`src/rtl/serial_subtractor_if.sv`:
```
// Operand/result handshake bundle for serial_subtractor.
// The ovf signal exists only when SERIAL_SUB_OVF_EN is defined.
interface serial_subtractor_if #(
  parameter int WIDTH = 8
);
  logic             start;
  logic [WIDTH-1:0] a;
  logic [WIDTH-1:0] b;
  logic             bin;
  logic             busy;
  logic             done;
  logic [WIDTH-1:0] d;
  logic             bout;
`ifdef SERIAL_SUB_OVF_EN
  logic             ovf;
`endif

  modport master (
    output start, a, b, bin,
    input  busy, done, d, bout
`ifdef SERIAL_SUB_OVF_EN
    , input ovf
`endif
  );

  modport slave (
    input  start, a, b, bin,
    output busy, done, d, bout
`ifdef SERIAL_SUB_OVF_EN
    , output ovf
`endif
  );
endinterface

```
`src/rtl/serial_subtractor.sv`:
```
// Bit-serial subtractor d = a - b - bin, LSB first, through one full-subtractor cell.
// Define SERIAL_SUB_OVF_EN to add the registered signed-overflow output ovf.
module serial_subtractor #(
  parameter int WIDTH = 8
) (
  input logic                clk,
  input logic                rst_n,
  serial_subtractor_if.slave bus
);

  localparam int CW = (WIDTH > 1) ? $clog2(WIDTH) : 1;
  localparam logic [CW-1:0] LAST = CW'(WIDTH - 1);

  typedef enum logic [1:0] {
    IDLE,
    SHIFT,
    DONE
  } state_t;

  state_t           state_q, state_d;
  logic [WIDTH-1:0] aShift_q, aShift_d;
  logic [WIDTH-1:0] bShift_q, bShift_d;
  logic             borrow_q, borrow_d;
  logic [CW-1:0]    count_q, count_d;
  logic [WIDTH-1:0] result_q, result_d;
  logic [WIDTH-1:0] diff_q, diff_d;
  logic             bout_q, bout_d;
  logic             busy_q, busy_d;
  logic             done_q, done_d;
`ifdef SERIAL_SUB_OVF_EN
  logic             ovf_q, ovf_d;
`endif

  logic a0, b0, diffBit, borrowNext;

  assign a0         = aShift_q[0];
  assign b0         = bShift_q[0];
  assign diffBit    = a0 ^ b0 ^ borrow_q;
  assign borrowNext = (~a0 & b0) | (~(a0 ^ b0) & borrow_q);

  always_ff @(posedge clk or negedge rst_n) begin
    if (!rst_n) begin
      state_q <= IDLE;
    end else begin
      state_q <= state_d;
    end
  end

  // DONE accepts start exactly like IDLE, which gives back-to-back operation.
  always_comb begin
    state_d  = state_q;
    aShift_d = aShift_q;
    bShift_d = bShift_q;
    borrow_d = borrow_q;
    count_d  = count_q;
    result_d = result_q;
    diff_d   = diff_q;
    bout_d   = bout_q;
    busy_d   = 1'b0;
    done_d   = 1'b0;
`ifdef SERIAL_SUB_OVF_EN
    ovf_d    = ovf_q;
`endif
    case (state_q)
      IDLE, DONE: begin
        if (bus.start) begin
          aShift_d = bus.a;
          bShift_d = bus.b;
          borrow_d = bus.bin;
          count_d  = '0;
          result_d = '0;
          busy_d   = 1'b1;
          state_d  = SHIFT;
        end else begin
          state_d  = IDLE;
        end
      end
      SHIFT: begin
        aShift_d = aShift_q >> 1;
        bShift_d = bShift_q >> 1;
        borrow_d = borrowNext;
        result_d = {diffBit, result_q[WIDTH-1:1]};
        count_d  = count_q + CW'(1);
        busy_d   = 1'b1;
        if (count_q == LAST) begin
          diff_d  = {diffBit, result_q[WIDTH-1:1]};
          bout_d  = borrowNext;
`ifdef SERIAL_SUB_OVF_EN
          // borrow_q is the borrow into the MSB while the MSB is processed.
          ovf_d   = borrow_q ^ borrowNext;
`endif
          busy_d  = 1'b0;
          done_d  = 1'b1;
          state_d = DONE;
        end
      end
      default: begin
        state_d = IDLE;
      end
    endcase
  end

  always_ff @(posedge clk or negedge rst_n) begin
    if (!rst_n) begin
      aShift_q <= '0;
      bShift_q <= '0;
      borrow_q <= 1'b0;
      count_q  <= '0;
      result_q <= '0;
      diff_q   <= '0;
      bout_q   <= 1'b0;
      busy_q   <= 1'b0;
      done_q   <= 1'b0;
`ifdef SERIAL_SUB_OVF_EN
      ovf_q    <= 1'b0;
`endif
    end else begin
      aShift_q <= aShift_d;
      bShift_q <= bShift_d;
      borrow_q <= borrow_d;
      count_q  <= count_d;
      result_q <= result_d;
      diff_q   <= diff_d;
      bout_q   <= bout_d;
      busy_q   <= busy_d;
      done_q   <= done_d;
`ifdef SERIAL_SUB_OVF_EN
      ovf_q    <= ovf_d;
`endif
    end
  end

  assign bus.busy = busy_q;
  assign bus.done = done_q;
  assign bus.d    = diff_q;
  assign bus.bout = bout_q;
`ifdef SERIAL_SUB_OVF_EN
  assign bus.ovf  = ovf_q;
`endif

endmodule

```
`src/flat_wrapper.sv`:
```
// flat-port wrapper written by rule: the top's interface ports become plain ports
module serial_subtractor_flat 
#(
  parameter int WIDTH = 8
)
  (clk, rst_n, bus_start, bus_a, bus_b, bus_bin, bus_busy, bus_done, bus_d, bus_bout);
  serial_subtractor_if #(.WIDTH(WIDTH)) bus_i ();
  input logic clk;
  input logic rst_n;
  input wire logic [$bits(bus_i.start)-1:0] bus_start;
  input wire logic [$bits(bus_i.a)-1:0] bus_a;
  input wire logic [$bits(bus_i.b)-1:0] bus_b;
  input wire logic [$bits(bus_i.bin)-1:0] bus_bin;
  output wire logic [$bits(bus_i.busy)-1:0] bus_busy;
  output wire logic [$bits(bus_i.done)-1:0] bus_done;
  output wire logic [$bits(bus_i.d)-1:0] bus_d;
  output wire logic [$bits(bus_i.bout)-1:0] bus_bout;
  assign bus_i.start = bus_start;
  assign bus_i.a = bus_a;
  assign bus_i.b = bus_b;
  assign bus_i.bin = bus_bin;
  assign bus_busy = bus_i.busy;
  assign bus_done = bus_i.done;
  assign bus_d = bus_i.d;
  assign bus_bout = bus_i.bout;
  serial_subtractor #(.WIDTH(WIDTH)) u_core (.clk(clk), .rst_n(rst_n), .bus(bus_i));
endmodule
```
`config.mk`:
```
export PLATFORM = sky130hd
export DESIGN_NAME = serial_subtractor_flat
export DESIGN_NICKNAME = d
export VERILOG_FILES = /design/src/rtl/serial_subtractor_if.sv /design/src/rtl/serial_subtractor.sv /design/src/flat_wrapper.sv
export SDC_FILE = /design/constraint.sdc
export NUM_CORES = 1
export LEC_CHECK = 0
export BUFFER_PORTS_ARGS = -buffer_cell sky130_fd_sc_hd__buf_2
export CORE_UTILIZATION = 53
export DETAILED_ROUTE_END_ITERATION = 12
export GPL_TIMING_DRIVEN = 0
export PLACE_DENSITY = 0.75
export RECOVER_POWER = 100
export SETUP_SLACK_MARGIN = 0.1
export SYNTH_ARGS = -nofsm -noshare
export SYNTH_HDL_FRONTEND = slang
export SYNTH_SLANG_ARGS = --single-unit
```
`constraint.sdc`:
```
create_clock -name clk -period 4.9 [get_ports clk]
set_clock_uncertainty 0.15 [all_clocks]
set_input_delay 0.735 -clock clk [delete_from_list [all_inputs] [get_ports clk]]
set_output_delay 0.735 -clock clk [all_outputs]
set_load 0.02 [all_outputs]
```
; Word level (Yosys, flattened, before mapping)
; Cells that the tools add are included.
[totals]
reg_bits = 41
in_bits = 20
out_inout_bits = 11
wordCells = 46
[classes]
addsub = 1
n_eq_ne = 5
muxes = 18
bitwise = 7
n_reduce_logical = 5
[ops]
columns = operator, n
row1 = case mux 8 bit (2 select lines), 3
row2 = two-way mux 8 bit, 3
row3 = two-way mux 1 bit, 6
row4 = case mux 3 bit (2 select lines), 1
row5 = case mux 1 bit (2 select lines), 2
row6 = case mux 2 bit (2 select lines), 1
row7 = AND reduction 2 bit, 2
row8 = "adder 3 x 1 -> 3 bit, second input constant", 1
row9 = "== test 3 bit, second input constant", 1
row10 = two-way mux 3 bit, 1
row11 = AND 1 bit, 2
row12 = "== test 2 x 1 -> 1 bit, second input constant", 1
row13 = "== test 2 bit, second input constant", 1
row14 = zero test 2 bit, 1
row15 = two-way mux 2 bit, 1
row16 = "inequality test 2 x 1 -> 1 bit, second input constant", 1
row17 = "inequality test 2 bit, second input constant", 1
row18 = NOT 1 bit, 2
row19 = nonzero test 2 bit, 1
row20 = OR reduction 2 bit, 1
row21 = bitwise XOR 1 bit, 2
row22 = bitwise OR 1 bit, 1

; Logic depth before layout (Yosys ltp)
[logic_depth]
word_depth = 5
mapped_depth = 6
ltp_nobuf = 5

; Least setup slack after synthesis
; OpenSTA, ideal clock, no wires.
[synth_timing]
path_type = reg-to-reg
startpoint = register u_core.count_q[0]
endpoint = register u_core.diff_q[0], in the netlist u_core.bus.d[0]
setup_ns = 0.125
t_arrival_ns = 1.424
t_required_ns = 4.625
slack_ns = 3.201
stages_incl_launch_ff = 6
n_path_buf = 1
period_less_slack_ns = 1.699
cell_sequence = dfrtp_1 -> ha_1 -> ha_1 -> nand3b_1 -> buf_2 -> mux2_2
[synth_via]
elab_chain_cells = 2
[synth_rtl]
columns = item, line_no
row1 = "start, declared", serial_subtractor.sv:24  ; logic [CW-1:0] count_q, count_d;
row2 = "start signal, assigned", serial_subtractor.sv:121  ; count_q <= count_d;
row3 = == test 3 bit, serial_subtractor.sv:85  ; if (count_q == LAST) begin
row4 = AND reduction 2 bit (no source line), n/a
row5 = "end signal, assigned", serial_subtractor.sv:123  ; diff_q <= diff_d;
row6 = "end, declared", serial_subtractor.sv:26  ; logic [WIDTH-1:0] diff_q, diff_d;
; Every way passes these cells.
; A chain may end at the register's enable or synchronous reset.

==> flow_summary.json <==
{
  "status": "finished, violations left",
  "violations": "capacitance limit, slew limit",
  "gr-total-overflow": 0,
  "ys_async_sr_fraction": 1.00,
  "via_per_inst": 5.64,
  "vias": 1376,
  "crit_path_start_kind": "primary input",
  "wl_mm": 3.94,
  "crit_buf_inv": 1,
  "maxCapViolCount": 1,
  "slowest_stage": "clkbuf_1",
  "fmax_mhz": 418,
  "grt_pass1_wl_mm": 6.90,
  "setup_tns_ns": 0,
  "slew_headroom": -0.395,
  "irDropWorstVdd_uv": 288,
  "drt_iter0_drc": 66,
  "nFillCells": 298,
  "slowest_delay_ns": 1.47,
  "worst_r2r_path_depth": 5,
  "grt_max_degree": 41,
  "multi_input_area_sq_um": 856,
  "ys.flop_type": "dfrtp_1",
  "drtPass1Iterations": 4,
  "gp_congestion": 0.718,
  "synth_cells": 160,
  "endpoint_kind": "async pin",
  "antenna_left": 0,
  "io_pins": 31,
  "hold_depth": 2,
  "rrSetupSlack_ns": 2.82,
  "power_density_mw_per_mm2": 615,
  "r2r_end": "u_core.bus.d[5]",
  "crit_required_ns": 4.73,
  "period_needed_ns": 2.39,
  "grt_pass1_vias": 1450,
  "cp_cell_sequence": "clkbuf_1",
  "cts_tree": "done",
  "synth_area_sq_mm": 0.00198,
  "die_h_microns": 63.1,
  "syn_to_final_growth_pct": 13.6,
  "synth_area_leaders": "dfrtp_1 (51%), mux2_2 (11%), mux2i_1 (8.1%), a211oi_1 (5.7%), nor2b_1 (4.7%)",
  "cts.sinks": 40,
  "min_path_type": "register to register",
  "fin_area_sq_mm": 0.00225,
  "antenna_found_initial": 0,
  "clkLatencyLatePin_ns": 0.29,
  "cts_resized": 0,
  "nets": 220,
  "cts_buffer_depth": 2,
  "path_max_fanout": 40,
  "ys_ff_latch": 40,
  "post_drt_wl_per_cell_microns": 16.1,
  "route.detailed.drc": 0,
  "placed_area_sq_mm": 0.00218,
  "crit_type": "primary input to async pin",
  "critPathArrivalTime_ns": 2.22,
  "synth.largest_area_cell": "dfrtp_1",
  "start_util": 0.574,
  "finalSetupViolCount": 0,
  "yosysUniqueCellTypes": 23,
  "drive_gt1_frac": 0.263,
  "r2r-start": "u_core.count_q[0]",
  "fin_crit_sh": 0.488,
  "core-area_sq_mm": 0.00344,
  "hold_path.startpoint": "u_core.bus.bout",
  "holdWs_ns": 0.348,
  "path_delay_family": "buffers and inverters",
  "maxSlewViolCount": 41,
  "n_antenna_cell": 0,
  "post_cts_buffers": 0,
  "synth_nets": 183,
  "rows": 21,
  "clk_pin_slew_worst_paths_ns": 0.08,
  "hold_viol_final": 0,
  "register_area_sq_mm": 0.00100,
  "cts_buffers": 5,
  "fin_util": 0.652,
  "dp.final_hpwl_mm": 2.70,
  "htreeDepth": 2,
  "worstHoldEndpoint": "u_core.bus.bout",
  "ys_seq_area_frac": 0.506,
  "synth_edf_count": 0,
  "rsz0062_at_grt": "no",
  "clockRootBuffer": "clkbuf_8",
  "totalPowerFinal_mw": 1.38,
  "ys.warnings.count": 0,
  "die_x_microns": 63.1,
  "synth_area_per_cell_sq_um": 12.4,
  "power.leakage_nw": 0.988,
  "numPortBuffers": 30,
  "die_area_sq_mm": 0.00398,
  "grt_use_total": 0.224,
  "synth_top_area_frac": 0.506,
  "cts_hold_buf": 0,
  "worst_slew_pin_slew_ns": 2.09
}
==> metrics by stage <==
stage | cells | setup slack [ns]
floorplan | 160 | 3.20
global placement | 236 | 3.07
detailed placement | 236 | 3.04
CTS | 244 | 3.03
global route | 244 | 2.04
finish | 244 | 2.51
==> cell type report <==
cell class,instances,share of cell area
buffer,12,0.0401
clock buffer,6,0.0368
clock inverter,2,0.00446
inverter,4,0.00669
multi-input combinational,104,0.381
sequential,40,0.446
tap,46,0.0256
timing repair buffer,30,0.0596
==> sequential cells by signal, indices dropped and copies added (netlist names) <==
| name | cells |
|---|---|
| u_core.aShift_q | 8 |
| u_core.bShift_q | 8 |
| u_core.borrow_q | 1 |
| u_core.bus.bout | 1 |
| u_core.bus.busy | 1 |
| u_core.bus.d | 8 |
| u_core.bus.done | 1 |
| u_core.count_q | 3 |
| u_core.result_q | 7 |
| u_core.state_q | 2 |
==> power by group <==
part | internal [mW] | switching [mW]
combinational | 0.294 | 0.281
clock | 0.112 | 0.114
sequential | 0.477 | 0.102
total | 0.883 | 0.497
==> how the worst max path moves through the flow <==
stage,from,end,slack [ns],depth (start not counted)
detailed placement,bus_start,u_core.result_q[3],3.04,4
global route,rst_n,u_core.aShift_q[5],2.04,1
finish,rst_n,u_core.aShift_q[5],2.51,1
floorplan,u_core.count_q[0],u_core.bus.d[0],3.20,5
global placement,bus_start,u_core.count_q[1],3.07,4
CTS,u_core.count_q[0],u_core.bus.d[5],3.03,5
==> routing by layer <==
| metal | part of all wire | global-route usage | up-vias |
|---|---|---|---|
| met3 | 0.030 | 0.0453 | 4 |
| met1 | 0.47 | 0.297 | 693 |
| met5 | 0 | 0 | - |
| li1 | - | - | 653 |
| met4 | 0.0076 | 0.0552 | 0 |
| met2 | 0.49 | 0.372 | 26 |
==> layout by cell type, fill, tap and decap left out <==
cell type | Yosys | layout
ha_1 | 2 | 2
mux2i_1 | 16 | 16
nor2_1 | 1 | 2
a22o_1 | 10 | 10
buf_6 | 1 | 1
a211oi_1 | 15 | 15
buf_12 | 2 | 2
mux2_4 | 1 | 1
xnor2_1 | 1 | 1
nand3_1 | 2 | 2
clkbuf_8 | 0 | 6
nor2b_1 | 15 | 15
clkbuf_1 | 0 | 17
nand3b_1 | 1 | 1
inv_1 | 4 | 4
buf_2 | 5 | 21
dfrtp_1 | 40 | 40
fa_1 | 1 | 1
a21oi_1 | 15 | 15
o21ai_0 | 3 | 3
nand2_1 | 1 | 1
buf_1 | 1 | 1
clkinv_2 | 0 | 2
mux2_2 | 19 | 19
==> cell usage after synthesis (3+ instances only) <==
| cell | count |
|---|---|
| buf_2 | 5 |
| a22o_1 | 10 |
| dfrtp_1 | 40 |
| a21oi_1 | 15 |
| inv_1 | 4 |
| mux2_2 | 19 |
| a211oi_1 | 15 |
| buf_4 | 3 |
| mux2i_1 | 16 |
| o21ai_0 | 3 |
| nor2b_1 | 15 |
==> cell families (layout without fill, tap and decap cells) <==
| kind of cell | after synthesis | count (layout) | synth area share |
|---|---|---|---|
| AOI/OAI and AO/OA | 43 | 43 | 0.147 |
| DFF | 40 | 40 | 0.506 |
| muxes | 36 | 36 | 0.197 |
| and+or+nand+nor | 21 | 21 | 0.0633 |
| buffers and inverters | 16 | 54 | 0.0595 |
| adders and majority gates | 3 | 3 | 0.0228 |
| xor gates and xnor gates | 1 | 1 | 0.00443 |
No activity file was read; power rests on OpenSTA's default activity.
